### config.mk
export PLATFORM = sky130hd
export DESIGN_NAME = load_store_unit
export DESIGN_NICKNAME = d
export VERILOG_FILES = /design/src/rtl/load_store_unit.sv
export SDC_FILE = /design/constraint.sdc
export NUM_CORES = 1
export LEC_CHECK = 0
export CORE_MARGIN = 2
export CORE_UTILIZATION = 46
export DETAILED_ROUTE_END_ITERATION = 6
export HOLD_SLACK_MARGIN = 0.08
export PLACE_DENSITY = 0.82
export SKIP_CTS_REPAIR_TIMING = 1
export SLEW_MARGIN = 15
export SYNTH_ARGS = -nofsm -noshare
export SYNTH_HDL_FRONTEND = slang
export SYNTH_SLANG_ARGS = --single-unit
### constraint.sdc
create_clock -name clk -period 5.8 [get_ports clk]
set_clock_uncertainty 0.15 [all_clocks]
set_input_delay 1.74 -clock clk [delete_from_list [all_inputs] [get_ports clk]]
set_output_delay 1.74 -clock clk [all_outputs]
set_load 0.02 [all_outputs]
### src/rtl/load_store_unit.sv
// ============================================================================
// Module   : load_store_unit
// Brief    : MEM-stage load/store unit. Issues data-memory requests over a
//            req/gnt/rvalid handshake, builds byte enables and store-lane
//            replication, and sign/zero-extends load data. It holds the
//            pipeline stall high until the access completes or times out.
// Options  : MISALIGN_TRAP_EN - adds a misalign output. A misaligned half or
//            word access then completes locally as a trap and is not issued
//            to memory.
// Revision : 1.0 - initial release
// ============================================================================
`default_nettype none

module load_store_unit #(
    parameter int TIMEOUT_CYCLES = 256
) (
    input  logic        clk,
    input  logic        reset,
    input  logic        req_valid,
    output logic        req_ready,
    input  logic        mem_read,
    input  logic        mem_write,
    input  logic [2:0]  readdatasel,
    input  logic [1:0]  writedatasel,
    input  logic [31:0] addr,
    input  logic [31:0] wdata,
    output logic        stall,
    output logic        resp_valid,
    output logic [31:0] resp_data,
    output logic        bus_err,
`ifdef MISALIGN_TRAP_EN
    output logic        misalign,
`endif
    output logic        dmem_req,
    output logic        dmem_we,
    output logic [31:0] dmem_addr,
    output logic [3:0]  dmem_be,
    output logic [31:0] dmem_wdata,
    input  logic        dmem_gnt,
    input  logic        dmem_rvalid,
    input  logic [31:0] dmem_rdata
);

    // The counter must be able to hold TIMEOUT_CYCLES. A load granted on the
    // timeout edge steps it one past the last value.
    localparam int CNT_W = (TIMEOUT_CYCLES > 1) ? $clog2(TIMEOUT_CYCLES + 1) : 1;
    localparam logic [CNT_W-1:0] CNT_LAST =
        (TIMEOUT_CYCLES > 0) ? CNT_W'(TIMEOUT_CYCLES - 1) : '0;

    typedef enum logic [1:0] {
        S_IDLE = 2'd0,
        S_REQ  = 2'd1,
        S_WAIT = 2'd2
    } state_t;

    state_t             r_state;
    logic [2:0]         r_rsel;
    logic [1:0]         r_off;
    logic [CNT_W-1:0]   r_cnt;

    logic               w_accept;
    logic               w_issue;
    logic               w_timeout;
    logic [3:0]         w_store_be;
    logic [31:0]        w_store_wdata;
    logic [7:0]         w_lane_byte;
    logic [15:0]        w_lane_half;
    logic [31:0]        w_load_data;

    assign req_ready = (r_state == S_IDLE);
    assign stall     = (r_state != S_IDLE);
    assign w_accept  = req_valid & req_ready & (mem_read | mem_write);

`ifdef MISALIGN_TRAP_EN
    logic w_is_half;
    logic w_is_word;
    logic w_misaligned;
    logic w_trap;

    // Classify access size; store selection wins when both read and write are set
    always_comb begin
        w_is_half = 1'b0;
        w_is_word = 1'b0;
        if (mem_write) begin
            w_is_half = (writedatasel == 2'b10);
            w_is_word = (writedatasel == 2'b00) || (writedatasel == 2'b11);
        end else begin
            w_is_half = (readdatasel == 3'b010) || (readdatasel == 3'b100);
            w_is_word = !((readdatasel == 3'b001) || (readdatasel == 3'b011) || w_is_half);
        end
    end

    assign w_misaligned = (w_is_half & addr[0]) | (w_is_word & (addr[1:0] != 2'b00));
    assign w_issue      = w_accept & ~w_misaligned;
    assign w_trap       = w_accept &  w_misaligned;
`else
    assign w_issue      = w_accept;
`endif

    // The timeout is off when TIMEOUT_CYCLES is 0. Otherwise it fires on the
    // TIMEOUT_CYCLES-th edge after the accept edge.
    assign w_timeout = (TIMEOUT_CYCLES != 0) && (r_cnt >= CNT_LAST);

    // Store byte enables and lane replication from writedatasel and addr
    always_comb begin
        w_store_be    = 4'b1111;
        w_store_wdata = wdata;
        case (writedatasel)
            2'b01: begin
                w_store_be    = 4'b0001 << addr[1:0];
                w_store_wdata = {4{wdata[7:0]}};
            end
            2'b10: begin
                w_store_be    = addr[1] ? 4'b1100 : 4'b0011;
                w_store_wdata = {2{wdata[15:0]}};
            end
            default: begin
                w_store_be    = 4'b1111;
                w_store_wdata = wdata;
            end
        endcase
    end

    // Load lane selection and extension using the selection latched on accept
    always_comb begin
        case (r_off)
            2'd0:    w_lane_byte = dmem_rdata[7:0];
            2'd1:    w_lane_byte = dmem_rdata[15:8];
            2'd2:    w_lane_byte = dmem_rdata[23:16];
            default: w_lane_byte = dmem_rdata[31:24];
        endcase
        w_lane_half = r_off[1] ? dmem_rdata[31:16] : dmem_rdata[15:0];
        case (r_rsel)
            3'b001:  w_load_data = {{24{w_lane_byte[7]}}, w_lane_byte};
            3'b010:  w_load_data = {{16{w_lane_half[15]}}, w_lane_half};
            3'b011:  w_load_data = {24'd0, w_lane_byte};
            3'b100:  w_load_data = {16'd0, w_lane_half};
            default: w_load_data = dmem_rdata;
        endcase
    end

    // Access FSM with registered memory-side and response outputs
    always_ff @(posedge clk or posedge reset) begin
        if (reset) begin
            r_state    <= S_IDLE;
            r_rsel     <= 3'd0;
            r_off      <= 2'd0;
            r_cnt      <= '0;
            dmem_req   <= 1'b0;
            dmem_we    <= 1'b0;
            dmem_addr  <= 32'd0;
            dmem_be    <= 4'd0;
            dmem_wdata <= 32'd0;
            resp_valid <= 1'b0;
            resp_data  <= 32'd0;
            bus_err    <= 1'b0;
`ifdef MISALIGN_TRAP_EN
            misalign   <= 1'b0;
`endif
        end else begin
            resp_valid <= 1'b0;
            bus_err    <= 1'b0;
`ifdef MISALIGN_TRAP_EN
            misalign   <= 1'b0;
`endif
            case (r_state)
                S_IDLE: begin
                    if (w_issue) begin
                        r_state    <= S_REQ;
                        r_rsel     <= readdatasel;
                        r_off      <= addr[1:0];
                        r_cnt      <= '0;
                        dmem_req   <= 1'b1;
                        dmem_we    <= mem_write;
                        dmem_addr  <= {addr[31:2], 2'b00};
                        dmem_be    <= mem_write ? w_store_be : 4'b1111;
                        dmem_wdata <= mem_write ? w_store_wdata : 32'd0;
                    end
`ifdef MISALIGN_TRAP_EN
                    else if (w_trap) begin
                        resp_valid <= 1'b1;
                        misalign   <= 1'b1;
                        resp_data  <= 32'd0;
                    end
`endif
                end
                S_REQ: begin
                    r_cnt <= r_cnt + CNT_W'(1);
                    // A grant arriving on the timeout edge still counts as progress
                    if (dmem_gnt) begin
                        dmem_req <= 1'b0;
                        if (dmem_we) begin
                            r_state    <= S_IDLE;
                            resp_valid <= 1'b1;
                            resp_data  <= 32'd0;
                        end else begin
                            r_state    <= S_WAIT;
                        end
                    end else if (w_timeout) begin
                        r_state    <= S_IDLE;
                        dmem_req   <= 1'b0;
                        resp_valid <= 1'b1;
                        bus_err    <= 1'b1;
                        resp_data  <= 32'd0;
                    end
                end
                S_WAIT: begin
                    r_cnt <= r_cnt + CNT_W'(1);
                    if (dmem_rvalid) begin
                        r_state    <= S_IDLE;
                        resp_valid <= 1'b1;
                        resp_data  <= w_load_data;
                    end else if (w_timeout) begin
                        r_state    <= S_IDLE;
                        resp_valid <= 1'b1;
                        bus_err    <= 1'b1;
                        resp_data  <= 32'd0;
                    end
                end
                default: begin
                    r_state  <= S_IDLE;
                    dmem_req <= 1'b0;
                end
            endcase
        end
    end

endmodule

`default_nettype wire

==> results of run 1 <==
cell families (layout without fill, tap and decap cells):
family	after synthesis	in the layout	synth area share
buffers and inverters	65	265	0.0466
other	1	2	0.000620
AO/OA/AOI/OAI	204	204	0.227
XOR/XNOR	4	4	0.00580
AND/OR/NAND/NOR	254	254	0.185
flip-flops	118	118	0.488
adder cells (fa/ha/maj)	10	10	0.0199
multiplexers	16	16	0.0269
sequential cells by signal, indices dropped and copies added (netlist names):
name	cells
r_state	2
dmem_addr	30
dmem_be	4
dmem_wdata	32
resp_valid	1
dmem_req	1
r_rsel	3
r_cnt	9
r_off	2
resp_data	32
bus_err	1
dmem_we	1
per-stage QoR:
step | util | total power [µW] | worst slack [ns] | hold WS (ns) | instance area (µm²)
floorplan | - | 2870 | 0.781 | 0.322 | 6050
global placement | 0.647 | 3850 | 1.69 | 0.306 | 8230
detailed placement | 0.647 | 3930 | 1.66 | 0.314 | 8230
CTS | 0.691 | 4970 | 1.93 | 0.327 | 8790
global route | 0.691 | 5240 | 1.87 | 0.348 | 8790
finish | 0.691 | 4960 | 1.96 | 0.326 | 8790
routing by layer:
layer | GRT usage | up-vias | share of wire
li1 | - | 2747 | -
met1 | 0.337 | 2882 | 0.40
met2 | 0.430 | 318 | 0.47
met3 | 0.111 | 49 | 0.10
met4 | 0.127 | 0 | 0.033
met5 | 0 | - | 0
cells in the final DEF, fill, tap and decap left out, types with 3 or more instances in the layout:
master	synthesis	routed
a22o_1	33	33
dfrtp_1	118	118
nor3_1	6	6
o22a_1	3	3
a22oi_1	4	4
o21ai_0	62	62
buf_4	4	6
nand2_1	161	161
ha_1	8	7
o31ai_1	4	4
clkbuf_8	0	3
a32o_1	3	3
clkdlybuf4s50_1	0	211
nand3_1	8	8
nand2b_1	21	21
nor3b_1	11	11
inv_1	19	18
nor2_1	32	32
xnor2_1	3	3
clkbuf_1	26	4
o221ai_1	15	15
a21oi_1	47	47
clkbuf_16	0	17
a21o_1	5	5
mux2i_1	14	14
o211ai_1	4	4
nor2b_1	5	5
a221oi_1	8	8
worst paths after layout:
check	from	endpoint	slack, ns	cells after the start
max in group asynchronous	reset	dmem_addr[31]	3.03	3
min in group asynchronous	reset	dmem_addr[30]	1.65	2
worst min-delay path	resp_data[16]	resp_data[16]	0.33	2
worst max register to register	r_state[0]	r_cnt[7]	3.20	8
worst max-delay path	r_state[0]	stall	1.96	4
worst min register to register	resp_data[16]	resp_data[16]	0.33	2
cell type report:
type	count	area, µm²	share of cell area
sequential	118	2950	0.336
multi-input combinational	490	2820	0.321
timing repair buffer	218	2180	0.248
clock buffer	24	482	0.0548
tap	172	215	0.0245
inverter	19	73.8	0.00840
clock inverter	4	72.6	0.00826
critical path, delay by kind of cell (launching register included):
kind	cells	cell delay, ns
DFF	1	0.39
buffers and inverters	3	0.84
adders and majority gates	1	0.30
where the power goes:
part           total, µW  leakage, µW  switching [µW]  internal (µW)
Clock               1000     0.000268             348            655
Combinational       2470      0.00205            1390           1080
Sequential          1480      0.00153             308           1170
Total               4960      0.00385            2050           2910
==> impl_metrics.json, run 1 <==
{
  "power_density_nw_per_um2": 564,
  "crit_path_frequent_cell": "inv_1",
  "clkTransAtPathRegs_ns": 0.05,
  "relSlewSlack": 0.450,
  "rows": 41,
  "critPathSlowestCell": "clkdlybuf4s50_1",
  "status": "completed",
  "holdCritPathClass": "flip-flop to flip-flop",
  "die-area_um2": 14100,
  "dp_cells": 1017,
  "period_share": 0.661,
  "synth.area.top_cells": "dfrtp_1, nand2_1, o21ai_0",
  "clk_latency_ns": 0.41,
  "clock-sinks": 118,
  "grt-ovfl-total": 0,
  "routed_wl_um": 19400,
  "grt_pass1_wl_um": 30700,
  "dp_hpwl_um": 13700,
  "grt.total_usage": 0.276,
  "seq_area_frac_synth": 0.488,
  "fmax_ghz": 0.261,
  "synth-async-reset-ratio": 1.00,
  "slowest_delay_ns": 0.62,
  "cellLeakagePower_uw": 0.00385,
  "detail-route-antenna-nets": 0,
  "final_max_slew_viol_count": 0,
  "layout.nets": 980,
  "maxCapViolations": 0,
  "cts_buffer_depth": 2,
  "drtIter0Drc": 406,
  "path_max_fanout": 8,
  "syn_area_um2": 6050,
  "cts-buffers-inserted": 17,
  "hold_viol": 0,
  "yosys.area.top_type": "dfrtp_1",
  "worstPathArrival_ns": 1.95,
  "period_needed_ns": 3.84,
  "rsz0062_at_grt": "false",
  "grt_max_degree": 69,
  "synth_top_area_frac": 0.488,
  "grt_pass1_vias": 5998,
  "cp-start-kind": "flip-flop",
  "yosysWarnings": 0,
  "gp_routability_congestion": 0.874,
  "syn_avg_cell_area_um2": 9.00,
  "syn_inst": 672,
  "synthToLayoutAreaGrowth_pct": 45.4,
  "drc": 0,
  "io_buffers": 211,
  "wl_per_cell_um": 18.6,
  "crit_required_ns": 3.91,
  "post_drt_via_cell_ratio": 5.74,
  "end_kind": "primary output",
  "worstSetupPathType": "flip-flop to primary output",
  "synth.most_common_cell": "nand2_1",
  "coreArea_um2": 12700,
  "synth_flop_cell": "dfrtp_1",
  "die_width_um": 119,
  "crit_chain": "inv_1, ha_1, inv_1, clkdlybuf4s50_1",
  "fin_cells": 1045,
  "layout-drive-gt1-share": 0.0458,
  "setup_viol": 0,
  "synth_edf_count": 0,
  "nFillCells": 998,
  "synth_commonest_cells": "nand2_1, dfrtp_1, o21ai_0",
  "peakVddDrop_mv": 0.311,
  "vias": 5996,
  "h-tree-depth": 4,
  "ys_types": 53,
  "dr.pass1.iters": 4,
  "tns_ns": 0,
  "ys_seq_elements": 118,
  "worst_pin_slew_ns": 0.822,
  "cts_tree": "done",
  "die-height_um": 119,
  "start_util": 0.475,
  "antenna_found_initial": 0,
  "io_pins": 214,
  "ctsRootBufferMaster": "clkbuf_16",
  "diodes": 0
}
No activity file was read; power rests on OpenSTA's default activity.
==> run 2: changes to the inputs <==
--- a/config.mk
+++ b/config.mk
@@ -6,10 +6,10 @@
 export NUM_CORES = 1
 export LEC_CHECK = 0
 export CORE_MARGIN = 2
-export CORE_UTILIZATION = 46
+export CORE_UTILIZATION = 41
 export DETAILED_ROUTE_END_ITERATION = 6
 export HOLD_SLACK_MARGIN = 0.08
-export PLACE_DENSITY = 0.82
+export PLACE_DENSITY = 0.77
 export SKIP_CTS_REPAIR_TIMING = 1
 export SLEW_MARGIN = 15
 export SYNTH_ARGS = -nofsm -noshare
==> constraint.sdc (replaced) <==
create_clock -name clk -period 3.1 [get_ports clk]
set_clock_uncertainty 0.15 [all_clocks]
set_input_delay 0.93 -clock clk [delete_from_list [all_inputs] [get_ports clk]]
set_output_delay 0.93 -clock clk [all_outputs]
set_load 0.02 [all_outputs]
==> impl_metrics.json, run 2 (synthesized netlist as in run 1, its figures left out) <==
{
  "vias": 5813,
  "cts_tree": "done",
  "grt-ovfl-total": 0,
  "switching_share": 0.397,
  "p_int_uw": 5870,
  "final_max_slew_viol_count": 0,
  "worst_pin_slew_ns": 0.814,
  "post_drt_via_cell_ratio": 5.43,
  "nFillCells": 1207,
  "io_buffers": 211,
  "busiest_layer": "met2",
  "setup_viol": 0,
  "h-tree-depth": 4,
  "cts-buffers-inserted": 17,
  "p_comb_frac": 0.474,
  "pwr-share-seq": 0.286,
  "clkTransAtPathRegs_ns": 0.06,
  "gp_routability_congestion": 0.899,
  "fin_total_pwr_uw": 9740,
  "maxCapViolations": 0,
  "switchingPower_uw": 3870,
  "worstPathArrival_ns": 1.91,
  "worstSetupPathType": "flip-flop to primary output",
  "io_pins": 214,
  "holdWs_ns": 0.320,
  "path_buf_inv": 2,
  "final_core_util": 0.625,
  "grt_pass1_vias": 5761,
  "synthToLayoutAreaGrowth_pct": 49.8,
  "wl_per_cell_um": 17.3,
  "period_needed_ns": 2.99,
  "grt_use_met3": 0.0779,
  "layout-drive-gt1-share": 0.0621,
  "ctsRootBufferMaster": "clkbuf_16",
  "clk_latency_ns": 0.42,
  "crit_required_ns": 2.02,
  "end_kind": "primary output",
  "die-height_um": 125,
  "detail-route-antenna-nets": 0,
  "drtIter0Drc": 489,
  "coreArea_um2": 14500,
  "start_util": 0.418,
  "cellLeakagePower_uw": 0.00398,
  "die_width_um": 125,
  "power_density_nw_per_um2": 1080,
  "cp-start-kind": "flip-flop",
  "antenna_found_initial": 0,
  "dp_hpwl_um": 13000,
  "power_frac_clock": 0.239,
  "fmax_ghz": 0.334,
  "tns_ns": 0,
  "dr.pass1.iters": 6,
  "crit_chain": "inv_1, ha_1, clkdlybuf4s50_1",
  "peakVddDrop_mv": 0.673,
  "period_share": 0.965,
  "layout.nets": 989,
  "gr-usage-met2": 0.375,
  "layout_common_cells": "clkdlybuf4s50_1, nand2_1, dfrtp_1",
  "path_max_fanout": 8,
  "critPathSlowestCell": "clkdlybuf4s50_1",
  "final_common_cell": "clkdlybuf4s50_1",
  "status": "completed",
  "rows": 44,
  "rsz0062_at_grt": "false",
  "cts_buffer_depth": 2,
  "hold_viol": 0,
  "relSlewSlack": 0.458,
  "diodes": 0,
  "routed_wl_um": 18500,
  "drc": 0,
  "die-area_um2": 15700,
  "clock-sinks": 118,
  "grt.total_usage": 0.239,
  "grtUsageMet1": 0.312,
  "grt_pass1_wl_um": 29900,
  "grt_max_degree": 68,
  "largestRegisters": "dmem_wdata x32, resp_data x32, dmem_addr x30",
  "holdCritPathClass": "flip-flop to flip-flop",
  "slowest_delay_ns": 0.68,
  "cp_top_family": "buffers and inverters"
}
-- run 2: through the flow --
step | instance area, µm² | setup slack [ns] | std cells
CTS | 9050 | 0.0590 | 1070
global placement | 8360 | 0.326 | 1038
global route | 9060 | 0.0270 | 1070
finish | 9060 | 0.108 | 1070
floorplan | 6050 | 0.579 | 673
detailed placement | 8360 | 0.252 | 1038
-- run 2: power by group through the flow --
stage / sequential (µW) / combinational (µW) / clock [µW]
2_1_floorplan: 3290 / 2070 / 0
3_3_place_gp: 2770 / 4550 / 0
3_5_place_dp: 2780 / 4620 / 0
4_1_cts: 2780 / 4640 / 2370
5_1_grt: 2890 / 5000 / 2440
6_report: 2790 / 4620 / 2330
-- run 2: layer usage --
metal	wire (µm)	share of wire	up-vias
met5	0	0	-
met3	1560	0.084	29
li1	-	-	2783
met4	410	0.022	0
met1	7880	0.43	2763
met2	8650	0.47	238
-- run 2: path summary, 6_finish.rpt --
kind / slack [ns] / end / cells past startpoint / from
setup / recovery: 0.11 / req_ready / 3 / r_state[0]
hold / removal: 0.32 / dmem_addr[20] / 2 / dmem_addr[20]
setup reg to reg: 0.64 / resp_data[7] / 10 / r_cnt[0]
hold reg to reg: 0.32 / dmem_addr[20] / 2 / dmem_addr[20]
max in group asynchronous: 1.68 / dmem_req / 3 / reset
min in group asynchronous: 0.81 / r_off[0] / 3 / reset
-- run 2: cell type report --
type	instances	area (µm²)	area share
clock buffers	22	484	0.0535
well taps	184	230	0.0254
flip-flops and latches	118	2950	0.326
multi-input cells	490	2820	0.311
clock inverters	10	214	0.0236
repair buffers	227	2280	0.252
inverters	19	75.1	0.00829
-- run 2: tightest hold or removal path, stage by stage (launching register included) --
cell     delay, ns
dfrtp_1       0.34
nand2_1       0.05
nand2_1       0.05
==> run 3: changes to the inputs <==
--- a/config.mk
+++ b/config.mk
@@ -5,7 +5,7 @@
 export SDC_FILE = /design/constraint.sdc
 export NUM_CORES = 1
 export LEC_CHECK = 0
-export CORE_MARGIN = 2
+export CORE_MARGIN = 3
 export CORE_UTILIZATION = 41
 export DETAILED_ROUTE_END_ITERATION = 6
 export HOLD_SLACK_MARGIN = 0.08
==> impl_metrics.json, run 3 (synthesized netlist as in run 1, its figures left out) <==
{
  "status": "completed",
  "die-area_um2": 16200,
  "wl_per_cell_um": 17.8,
  "grt_pass1_vias": 5886,
  "cts_buffer_depth": 2,
  "dr.pass1.iters": 5,
  "die-height_um": 127,
  "cellLeakagePower_uw": 0.00395,
  "crit_cells": 3,
  "maxCapViolations": 0,
  "setup_viol": 0,
  "worstSetupPathType": "flip-flop to primary output",
  "fmax_ghz": 0.333,
  "layout_common_cells": "clkdlybuf4s50_1, nand2_1, dfrtp_1",
  "r2r_start": "r_cnt[0]",
  "hold_depth": 2,
  "ctsRootBufferMaster": "clkbuf_16",
  "period_share": 0.967,
  "grt-ovfl-total": 0,
  "clock-sinks": 118,
  "crit_chain": "inv_1, ha_1, clkdlybuf4s50_1",
  "period_needed_ns": 3.00,
  "clkTransAtPathRegs_ns": 0.06,
  "detail-route-antenna-nets": 0,
  "drtIter0Drc": 566,
  "worstPathArrival_ns": 1.92,
  "layout.nets": 988,
  "antenna_found_initial": 0,
  "r2r_setup_slack_ns": 0.61,
  "vias": 5860,
  "grt_max_degree": 119,
  "peakVddDrop_mv": 0.551,
  "start_util": 0.427,
  "rr_endpoint": "resp_data[14]",
  "power_density_nw_per_um2": 1060,
  "holdCritPathClass": "flip-flop to flip-flop",
  "fin_total_pwr_uw": 9440,
  "drc": 0,
  "slowest_delay_ns": 0.67,
  "crit_required_ns": 2.02,
  "cp-start-kind": "flip-flop",
  "reg2regPathDepth": 10,
  "layout-drive-gt1-share": 0.0610,
  "rsz0062_at_grt": "false",
  "dp_hpwl_um": 13200,
  "grt_pass1_wl_um": 30400,
  "gp_routability_congestion": 0.878,
  "grt.total_usage": 0.236,
  "final_max_slew_viol_count": 0,
  "largestRegisters": "dmem_wdata x32, resp_data x32, dmem_addr x30",
  "end_kind": "primary output",
  "cts_tree": "done",
  "h-tree-depth": 4,
  "tns_ns": 0,
  "io_pins": 214,
  "path_buf_inv": 2,
  "cts-buffers-inserted": 17,
  "routed_wl_um": 19000,
  "rows": 43,
  "io_buffers": 211,
  "path_max_fanout": 8,
  "die_width_um": 127,
  "synthToLayoutAreaGrowth_pct": 47.9,
  "diodes": 0,
  "hold_start": "dmem_addr[13]",
  "coreArea_um2": 14100,
  "post_drt_via_cell_ratio": 5.50,
  "final_common_cell": "clkdlybuf4s50_1",
  "clk_latency_ns": 0.41,
  "relSlewSlack": 0.518,
  "worst_pin_slew_ns": 0.723,
  "cp_top_family": "buffers and inverters",
  "min_to": "dmem_addr[13]",
  "hold_viol": 0,
  "critPathSlowestCell": "clkdlybuf4s50_1"
}
[run 3: cell types whose count changed in the layout (fill, tap and decap cells not counted)]
cell        change
clkinv_2        +7
buf_12          -1
clkinvlp_4      -1
inv_6           -2
clkinv_4        -1
bufinv_16       -3
[run 3: worst min-delay path, stage by stage (launching register included)]
cell	delay (ns)
dfrtp_1	0.34
nand2_1	0.05
nand2_1	0.05
[run 3: area by class of cell]
| cell class | count | area, µm² |
|---|---|---|
| clock buffers | 22 | 484 |
| clock inverters | 10 | 125 |
| fillers | 1140 | 5210 |
| inverters | 19 | 75.1 |
| multi-input cells | 490 | 2820 |
| flip-flops and latches | 118 | 2950 |
| well taps | 180 | 225 |
| repair buffers | 226 | 2260 |
[run 3: stage by stage]
step / cells / util / area, µm² / worst slack [ns] / hold WS (ns)
3_3_place_gp: 1033 / 0.589 / 8330 / 0.315 / 0.306
4_1_cts: 1065 / 0.632 / 8940 / 0.0378 / 0.325
3_5_place_dp: 1033 / 0.589 / 8330 / 0.271 / 0.312
6_report: 1065 / 0.632 / 8940 / 0.101 / 0.322
5_1_grt: 1065 / 0.632 / 8940 / 0.00759 / 0.350
2_1_floorplan: 673 / - / 6050 / 0.579 / 0.322
[run 3: where the power goes]
group          leakage (µW)  total, µW  switching, µW  internal, µW
clock              0.000309       2030            690          1340
combinational       0.00211       4700           2620          2080
sequential          0.00153       2720            522          2190
total               0.00395       9440           3830          5610
[run 3: layer usage]
metal	wire length [µm]	GRT usage	vias to the layer above
li1	-	-	2768
met1	8170	0.312	2776
met2	8540	0.359	281
met3	1890	0.0853	35
met4	393	0.0820	0
met5	0	0	-
[run 3: worst max-delay path by stage]
stage | from | to | slack, ns
2_1_floorplan | reset | bus_err | 0.58
3_3_place_gp | writedatasel[0] | dmem_be[2] | 0.32
3_5_place_dp | writedatasel[0] | dmem_wdata[21] | 0.27
4_1_cts | r_state[0] | stall | 0.04
5_1_grt | r_state[0] | req_ready | 0.008
6_report | r_state[0] | req_ready | 0.10
